## src/rtl/byte_pack_arbiter.sv

```systemverilog
// Round-robin arbiter that packs two bytes from the granted requester into one
// ID-tagged 16-bit word. Define PACK_TIMEOUT_EN to abort partial words that stall in BYTE1.
module byte_pack_arbiter #(
  parameter int NREQ    = 4,
  parameter int IDW     = 2,
  parameter int TIMEOUT = 15
) (
  input  logic              clk,
  input  logic              reset,
  input  logic [NREQ-1:0]   req_valid,
  input  logic [8*NREQ-1:0] req_data,
  output logic [NREQ-1:0]   req_ready,
  output logic              out_valid,
  output logic [15:0]       out_data,
  output logic [IDW-1:0]    out_id,
  input  logic              out_ready,
  output logic              busy,
  output logic              err_timeout
);

  typedef enum logic [1:0] {ARB, BYTE0, BYTE1, OUT} state_t;

  state_t         state;
  state_t         state_next;
  logic [IDW-1:0] grant;
  logic [IDW-1:0] last_grant;
  logic [IDW-1:0] arb_pick;
  logic [IDW-1:0] cand;
  logic           any_valid;
  logic [15:0]    word;
  logic           grant_valid;
  logic [7:0]     grant_byte;
  logic           abort;

  assign grant_valid = req_valid[grant];
  assign grant_byte  = req_data[{grant, 3'b000} +: 8];

  // Search starts just after the last served requester so each one waits at most NREQ-1 words.
  always_comb begin
    arb_pick  = '0;
    any_valid = 1'b0;
    cand      = '0;
    for (int k = 1; k <= NREQ; k++) begin
      cand = IDW'((int'(last_grant) + k) % NREQ);
      if (!any_valid && req_valid[cand]) begin
        any_valid = 1'b1;
        arb_pick  = cand;
      end
    end
  end

`ifdef PACK_TIMEOUT_EN
  localparam int CW = $clog2(TIMEOUT + 2);

  logic [CW-1:0] tcount;
  logic          err_q;

  // A byte in the expiry cycle wins over the abort because grant_valid is checked first.
  assign abort       = (state == BYTE1) && !grant_valid && ((int'(tcount) + 1) >= TIMEOUT);
  assign err_timeout = err_q;

  always_ff @(posedge clk) begin
    if (reset) begin
      tcount <= '0;
      err_q  <= 1'b0;
    end else begin
      err_q <= abort;
      if (state != BYTE1)
        tcount <= '0;
      else if (!grant_valid)
        tcount <= tcount + 1'b1;
    end
  end
`else
  logic unused_timeout;

  assign unused_timeout = ^TIMEOUT;
  assign abort          = 1'b0;
  assign err_timeout    = 1'b0;
`endif

  always_ff @(posedge clk) begin
    if (reset) begin
      state      <= ARB;
      last_grant <= IDW'(NREQ - 1);
      grant      <= '0;
      word       <= '0;
    end else begin
      state <= state_next;
      if (state == ARB && any_valid)
        grant <= arb_pick;
      if (state == BYTE0 && grant_valid)
        word[15:8] <= grant_byte;
      if (state == BYTE1 && grant_valid)
        word[7:0] <= grant_byte;
      if ((state == OUT && out_ready) || abort)
        last_grant <= grant;
    end
  end

  always_comb begin
    state_next = state;
    case (state)
      ARB:     if (any_valid) state_next = BYTE0;
      BYTE0:   if (grant_valid) state_next = BYTE1;
      BYTE1:   if (grant_valid) state_next = OUT;
               else if (abort) state_next = ARB;
      OUT:     if (out_ready) state_next = ARB;
      default: state_next = ARB;
    endcase
  end

  // Ready is decoded from state and grant only, so it never depends on req_valid.
  always_comb begin
    req_ready = '0;
    out_valid = 1'b0;
    out_data  = '0;
    out_id    = '0;
    busy      = (state != ARB);
    case (state)
      BYTE0, BYTE1: req_ready[grant] = 1'b1;
      OUT: begin
        out_valid = 1'b1;
        out_data  = word;
        out_id    = grant;
      end
      default: ;
    endcase
  end

endmodule

```

## config.mk

```make
export PLATFORM = sky130hd
export DESIGN_NAME = byte_pack_arbiter
export DESIGN_NICKNAME = d
export VERILOG_FILES = /design/src/rtl/byte_pack_arbiter.sv
export SDC_FILE = /design/constraint.sdc
export NUM_CORES = 1
export LEC_CHECK = 0
export CAP_MARGIN = 25
export CORE_MARGIN = 2
export CORE_UTILIZATION = 44
export CTS_CLUSTER_SIZE = 30
export DETAILED_ROUTE_END_ITERATION = 8
export GPL_ROUTABILITY_DRIVEN = 0
export GPL_TIMING_DRIVEN = 0
export PLACE_DENSITY_LB_ADDON = 0.3
export SYNTH_ARGS = -nofsm -noshare
export SYNTH_HDL_FRONTEND = slang
export SYNTH_SLANG_ARGS = --single-unit
```

## constraint.sdc

```tcl
create_clock -name clk -period 2.8 [get_ports clk]
set_clock_uncertainty 0.15 [all_clocks]
set_input_delay 0.56 -clock clk [delete_from_list [all_inputs] [get_ports clk]]
set_output_delay 0.56 -clock clk [all_outputs]
set_load 0.02 [all_outputs]
```

* Word level (Yosys, flattened, before mapping)
Cells that the tools add are included.
** Storage, ports and cells
- Register bits :: 22
- Input bits :: 39
- Output and inout port bits :: 25
- Word-level logic and storage cells :: 67
** Cells by class
- Add/subtract/negate cells :: 4
- Magnitude comparators :: 6
- Eq/ne operators :: 7
- Shift-type cells :: 1
- Multiplexer cells :: 29
- Reductions and logical operators :: 15
** Operators by type and width (count)
- variable part select 32 x 6 -> 8 bit :: 1
- 2-to-1 mux 2 bit :: 9
- 2-to-1 mux 16 bit :: 1
- less-than comparator 2 x 3 -> 1 bit (second input constant) :: 5
- 2-to-1 mux 1 bit :: 11
- binary-select mux 1 bit (select 2 bit) :: 5
- logical AND 1 bit :: 8
- != test 2 bit (second input constant) :: 4
- one-hot mux 2 bit (4 select lines) :: 1
- adder 2 x 1 -> 2 bit (second input constant) :: 2
- adder 2 bit (second input constant) :: 2
- equality test 2 bit (second input constant) :: 2
- 2-to-1 mux 4 bit :: 1
- AND reduction 4 bit :: 1
- logical NOT 1 bit :: 3
- demux 1 bit (select 2 bit) :: 1
- equality test 2 x 1 -> 1 bit (second input constant) :: 1
- greater-or-equal comparator 2 x 1 -> 1 bit (second input constant) :: 1
- logical NOT 2 bit :: 1
- nonzero test 2 bit :: 1
- OR reduction 2 bit :: 1

* Depth between registers and ports, before layout
Gate-level depths: netlist (run 1).
- Depth in word-level cells :: 15
- Mapped depth :: 6
- Mapped depth without buffers :: 6

* Worst setup path after synthesis (run 1)
Ideal clock, no wire load.
- Path kind :: flip-flop to output port
- Start point :: reg state[1]
- End point :: out out_data[0]
- Arrival :: 1379 ps
- Data required time :: 2090 ps
- Setup slack :: 711 ps
- Cell stages (with the launch flop) :: 5
- Path buffers :: 2
- Cell sequence :: dfxtp_1 -> ha_1 -> clkbuf_1 -> clkbuf_1 -> and2_1
** On the way
- Longest elaborated chain between the ends :: 2
** Ends and longest elaborated chain
- start, declared :: line 23 : state_t state;
- start signal, assigned :: line 89 : state <= state_next;
- equality test 2 bit :: line 120 : case (state)
- 2-to-1 mux 16 bit :: line 120
- end, declared :: line 14 : output logic [15:0] out_data,
Every way passes these cells.

* Worst setup path after layout (run 1)
- Start point :: reg state[0]
- End point :: out req_ready[2]
** On the way
- Longest elaborated chain between the ends :: 3
- Elaborated cells between the ends (all ways) :: 4
- Classes of those cells :: 2 x eq/ne; 1 x mux; 1 x reduce/logical
** Ends and longest elaborated chain
- equality test 2 x 1 -> 1 bit or equality test 2 bit (tied branches) :: line 120
- OR reduction 2 bit (*) :: line 120
- 2-to-1 mux 4 bit (*) :: line 120
- end, declared :: line 12 : output logic [NREQ-1:0] req_ready,
Every way passes the cells marked *; elsewhere a longest branch is shown, timed or not.

==> results.sh, run 1 <==
export IMPL_status="completed"
export IMPL_drv_slew=0
export IMPL_vias=1249
export IMPL_finalPower_mw=1.34
export IMPL_rsz0062_at_grt="false"
export IMPL_critPathCaptureType="primary output"
export IMPL_synth_distinct_cells=31
export IMPL_dp_hpwl_um=2770
export IMPL_cts_path_max_buffers=2
export IMPL_syn_area_per_cell_sq_um=9.82
export IMPL_drv_cap=0
export IMPL_power_frac_comb=0.514
export IMPL_leakagePower_nw=0.965
export IMPL_p_per_area_mw_per_mm2=654
export IMPL_initialDrtViolationCount=31
export IMPL_synth_top_area_share=0.327
export IMPL_vdd_drop_max_uv=555
export IMPL_ctsHtreeMaxLevel=1
export IMPL_start_kind="flop"
export IMPL_root_buffer="clkbuf_4"
export IMPL_post_route_drc_count=0
export IMPL_hold_start="word[12]$_SDFFE_PP0P_"
export IMPL_synth_area_leaders="dfxtp_1 33%, mux2i_1 13%, mux4_2 12%, and2_1 8.4%, nor2_1 6.1%"
export IMPL_drive_gt1_frac=0.114
export IMPL_synth_net_count=180
export IMPL_io_buffers=62
export IMPL_antennaDiodeCount=0
export IMPL_clock_latency_ps=310
export IMPL_min_path_type="reg2reg"
export IMPL_mostFrequentLayoutCells="51 x clkdlybuf4s50_1, 22 x nor2_1, 22 x dfxtp_1"
export IMPL_crit_type="reg2out"
export IMPL_yosysTopAreaCell="dfxtp_1"
export IMPL_synth_area_sq_mm=0.00135
export IMPL_regToRegStartpoint="grant[1]$_SDFFE_PP0P_"
export IMPL_synth_ff_type="dfxtp_1"
export IMPL_min_to="word[12]$_SDFFE_PP0P_"
export IMPL_synth_edf_count=0
export IMPL_relSlewSlack=0.651
export IMPL_post_cts_setup_buffer_count=0
export IMPL_required_ps=2090
export IMPL_cp_slowest_cell="clkdlybuf4s50_1"
export IMPL_tightestPinTransition_ps=524
export IMPL_seq_power_share=0.304
export IMPL_first_pass_iters=4
export IMPL_p_int_mw=0.856
export IMPL_swShare=0.363
export IMPL_met2WireLength_um=1880
export IMPL_track_usage=0.217
export IMPL_fp_dieH_um=59.3
export IMPL_overflow=0
export IMPL_grt_max_degree=14
export IMPL_synthArstFlopShare=0
export IMPL_antenna_found_initial=0
export IMPL_yosysWarnings=0
export IMPL_routed_wl_um=3500
export IMPL_reg2reg_depth=5
export IMPL_grt_pass1_wl_um=5710
export IMPL_wl_met3_um=153
export IMPL_fp_dieW_um=59.3
export IMPL_fin_crit_sh=0.955
export IMPL_coreArea_sq_mm=0.00298
export IMPL_viasPerCell=5.31
export IMPL_die_area_sq_mm=0.00352
export IMPL_routed_top_layer="met4"
export IMPL_synth_seq_cells=22
export IMPL_power_switching_mw=0.488
export IMPL_ant_nets=0
export IMPL_fin_crit_ps=2670
export IMPL_min_path_cells=2
export IMPL_path_max_fanout=5
export IMPL_whs_ps=356
export IMPL_setup_violations=0
export IMPL_wirelength_met1_um=1420
export IMPL_area_growth_pct=52.8
export IMPL_cts_tree="done"
export IMPL_yosysSeqAreaShare=0.327
export IMPL_rows=20
export IMPL_clkTransAtPathRegs_ps=130
export IMPL_path_cells="inv_1 > ha_1 > nand2_1 > nor2_1 > clkdlybuf4s50_1"
export IMPL_fillers=244
export IMPL_pin_count=64
export IMPL_wl_per_cell_um=14.9
export IMPL_report_final_hold_viol_count=0
export IMPL_netlist_instances=137
export IMPL_clock_sinks=22
export IMPL_fin_nets=246
export IMPL_grt_pass1_vias=1273
export IMPL_numCtsBuffers=3
export IMPL_start_util=0.452
export IMPL_timing_rr_end="word[3]$_SDFFE_PP0P_"
export IMPL_fmax_mhz=374
export IMPL_r2r_slack_ps=890
export IMPL_clkPwrFrac=0.182
export IMPL_final_common_cell="clkdlybuf4s50_1"
export IMPL_critPathMaxStageDelay_ps=610
export IMPL_arrival_ps=1960
==> worst max path at each step <==
stage                     startpoint            to  slack, ps  cells after the start
2_1_floorplan  state[1]$_SDFFE_PP0P_   out_data[0]        710                      4
3_3_place_gp   state[1]$_SDFFE_PP0P_   out_data[6]          8                      5
3_5_place_dp   state[1]$_SDFFE_PP0P_  out_data[12]       -100                      5
4_1_cts        grant[1]$_SDFFE_PP0P_  req_ready[2]         40                      5
5_1_grt        state[0]$_SDFFE_PP0P_  req_ready[2]          1                      5
6_report       state[0]$_SDFFE_PP0P_  req_ready[2]        130                      5
==> routing by layer <==
metal	global-route usage	vias to the layer above
met2	0.408	34
met1	0.242	594
met3	0.0328	6
met4	0.0779	0
met5	0	-
li1	-	615
==> registers in the layout, indices dropped and copies added, names as in the netlist <==
signal and cells:
last_grant 2, grant 2, state 2, word 16
==> power groups by stage <==
stage / combinational, mW / clock (mW) / sequential [mW]
6_report: 0.691 / 0.245 / 0.408
5_1_grt: 0.749 / 0.263 / 0.416
4_1_cts: 0.698 / 0.246 / 0.408
3_5_place_dp: 0.687 / 0 / 0.415
3_3_place_gp: 0.665 / 0 / 0.410
2_1_floorplan: 0.474 / 0 / 0.404
==> synthesized netlist by cell type, types with 2 or more instances <==
| library cell | count |
|---|---|
| a211o_1 | 2 |
| and2_1 | 18 |
| and3_1 | 3 |
| buf_2 | 2 |
| clkbuf_1 | 5 |
| dfxtp_1 | 22 |
| ha_1 | 4 |
| inv_1 | 6 |
| mux2i_1 | 17 |
| mux4_1 | 2 |
| mux4_2 | 7 |
| nand2_1 | 4 |
| nand2_4 | 2 |
| nand2b_1 | 3 |
| nor2_1 | 22 |
| o211ai_1 | 2 |
| o21ai_0 | 2 |
==> stage by stage <==
| step | setup WS (ps) | cells | instance area, sq um | setup TNS, ps | util |
|---|---|---|---|---|---|
| floorplan | 711 | 137 | 1350 | 0 | - |
| global placement | 8.38 | 232 | 2010 | 0 | 0.674 |
| detailed placement | -98.3 | 232 | 2010 | -576 | 0.674 |
| CTS | 44.1 | 236 | 2050 | 0 | 0.690 |
| global route | 1.37 | 235 | 2060 | 0 | 0.690 |
| finish | 127 | 235 | 2060 | 0 | 0.690 |
==> kinds of logic after synthesis <==
logic type               synth area share
multiplexers                        0.283
adder cells (fa/ha/maj)            0.0372
other                             0.00279
flip-flops                          0.327
AND/OR/NAND/NOR                     0.219
AO/OA/AOI/OAI                      0.0791
buffers and inverters              0.0521
==> worst max-delay path, delay by kind of cell, from the launching register on <==
family	cells	cell delay, ps
buffers and inverters	2	710
flip-flops	1	400
AND/OR/NAND/NOR	2	180
adder cells (fa/ha/maj)	1	370
==> layout make-up <==
class | instances | area, sq um | area share
Timing Repair Buffer | 62 | 611 | 0.297
Inverter | 6 | 22.5 | 0.0110
Multi-Input combinational cell | 100 | 837 | 0.407
Clock buffer | 3 | 22.5 | 0.0110
Clock inverter | 1 | 30.0 | 0.0146
Sequential cell | 22 | 440 | 0.214
Tap cell | 33 | 41.3 | 0.0201
Buffer | 8 | 51.3 | 0.0250
==> what timing repair did <==
item                                    CTS  global route
gates cloned                              0             0
endpoints found under the setup margin   18             5
hold buffers                              0             0
gates resized for setup                  14             2
(Power assumes the default switching activity.)
==> inputs of run 2 (changes only) <==
--- a/config.mk
+++ b/config.mk
@@ -7,7 +7,7 @@
 export LEC_CHECK = 0
 export CAP_MARGIN = 25
 export CORE_MARGIN = 2
-export CORE_UTILIZATION = 44
+export CORE_UTILIZATION = 40
 export CTS_CLUSTER_SIZE = 30
 export DETAILED_ROUTE_END_ITERATION = 8
 export GPL_ROUTABILITY_DRIVEN = 0
==> results.sh, run 2 (synthesis results as in run 1) <==
export IMPL_initialDrtViolationCount=52
export IMPL_path_max_fanout=10
export IMPL_first_pass_iters=4
export IMPL_path_cells="ha_1 > clkbuf_4 > and2_1 > clkdlybuf4s50_1"
export IMPL_ctsHoldBuffers=0
export IMPL_ant_nets=0
export IMPL_cts_path_max_buffers=2
export IMPL_rsz0062_at_grt="false"
export IMPL_critPathCaptureType="primary output"
export IMPL_post_cts_setup_buffer_count=0
export IMPL_arrival_ps=1980
export IMPL_clkTransAtPathRegs_ps=130
export IMPL_start_kind="flop"
export IMPL_area_growth_pct=54.0
export IMPL_mostFrequentLayoutCells="50 x clkdlybuf4s50_1, 22 x nor2_1, 22 x dfxtp_1"
export IMPL_path_buf_inv=2
export IMPL_routed_wl_um=3620
export IMPL_drive_gt1_frac=0.109
export IMPL_antenna_found_initial=0
export IMPL_cp_top_family="buffers and inverters"
export IMPL_min_path_type="reg2reg"
export IMPL_fp_dieH_um=62.0
export IMPL_fin_nets=246
export IMPL_wirelength_met1_um=1440
export IMPL_place_ws_ps=-4.59
export IMPL_dp_cells=245
export IMPL_final_common_cell="clkdlybuf4s50_1"
export IMPL_tightestPinTransition_ps=517
export IMPL_largest_reg_flops=16
export IMPL_fp_dieW_um=62.0
export IMPL_cts_tree="done"
export IMPL_cp_slowest_cell="clkdlybuf4s50_1"
export IMPL_setup_ws_ps=110
export IMPL_wl_per_cell_um=14.6
export IMPL_required_ps=2090
export IMPL_antennaDiodeCount=0
export IMPL_grt_pass1_vias=1197
export IMPL_start_util=0.410
export IMPL_viasPerCell=5.03
export IMPL_io_buffers=62
export IMPL_fin_crit_ps=2690
export IMPL_wl_met3_um=203
export IMPL_crit_type="reg2out"
export IMPL_post_route_drc_count=0
export IMPL_met2WireLength_um=1900
export IMPL_grt_pass1_wl_um=5540
export IMPL_routed_top_layer="met4"
export IMPL_final_cells=248
export IMPL_finalPower_mw=1.35
export IMPL_regMostFlops="word"
export IMPL_overflow=0
export IMPL_numCtsBuffers=3
export IMPL_report_final_hold_viol_count=0
export IMPL_coreArea_sq_mm=0.00328
export IMPL_leakagePower_nw=0.985
export IMPL_setup_violations=0
export IMPL_rows=21
export IMPL_grt_max_degree=14
export IMPL_root_buffer="clkbuf_4"
export IMPL_dp_hpwl_um=2830
export IMPL_drv_slew=0
export IMPL_ctsHtreeMaxLevel=1
export IMPL_clock_latency_ps=310
export IMPL_fmax_mhz=372
export IMPL_clock_sinks=22
export IMPL_vdd_drop_max_uv=355
export IMPL_drv_cap=0
export IMPL_relSlewSlack=0.652
export IMPL_die_area_sq_mm=0.00384
export IMPL_status="completed"
export IMPL_p_per_area_mw_per_mm2=649
export IMPL_fin_crit_sh=0.961
export IMPL_track_usage=0.201
export IMPL_pin_count=64
export IMPL_whs_ps=352
export IMPL_vias=1247
export IMPL_fillers=310
export IMPL_critPathMaxStageDelay_ps=620
## run 2: cell types whose count changed in the layout (fill, tap and decap cells not counted), sizes merged
cell | previous run | this run
clkdlybuf4s50 | 51 | 50
dlymetal6s2s | 1 | 2
## run 2: routing by layer
metal	vias up	global-route usage
met4	0	0.0699
met2	50	0.381
met1	579	0.224
met5	-	0
li1	611	-
met3	7	0.0331
## run 2: report_power, final
| group | switching, mW | internal [mW] |
|---|---|---|
| sequential | 0.0336 | 0.373 |
| clock | 0.0978 | 0.145 |
| combinational | 0.358 | 0.338 |
## run 2: area by class of cell
| type | instances | area [sq um] | area share |
|---|---|---|---|
| clock inverters | 1 | 30.0 | 0.0145 |
| repair buffers | 62 | 613 | 0.296 |
| plain buffers | 8 | 51.3 | 0.0248 |
| inverters | 6 | 22.5 | 0.0109 |
| clock buffers | 3 | 22.5 | 0.0109 |
| flip-flops and latches | 22 | 440 | 0.213 |
| multi-input cells | 100 | 835 | 0.403 |
| well taps | 46 | 57.6 | 0.0278 |
## run 2: worst paths after layout
kind / from / endpoint / slack, ps / cells past startpoint
hold reg to reg: word[15]$_SDFFE_PP0P_ / word[15]$_SDFFE_PP0P_ / 350 / 2
hold / removal: word[15]$_SDFFE_PP0P_ / word[15]$_SDFFE_PP0P_ / 350 / 2
setup reg to reg: grant[1]$_SDFFE_PP0P_ / word[9]$_SDFFE_PP0P_ / 890 / 5
setup / recovery: state[1]$_SDFFE_PP0P_ / out_data[8] / 110 / 4
## run 2: repair_timing
action                                  in CTS  in global routing
gates resized for setup                     13                  3
hold endpoints to repair                     0                  0
endpoints found under the setup margin      18                  5
## run 2: metrics by stage
stage	cell area, sq um	utilization	setup TNS [ps]
after floorplan	1350	-	0
after global placement	2020	0.616	-273
after detailed placement	2020	0.616	-4.80
after CTS	2070	0.630	0
after global routing	2070	0.631	0
final	2070	0.631	0
## run 2: worst register-to-register path: stages, from the launching register on
cell     delay (ps)
dfxtp_1         350
buf_6           190
mux4_2          620
nand2_4         210
mux2i_1         230
nor2_1           50
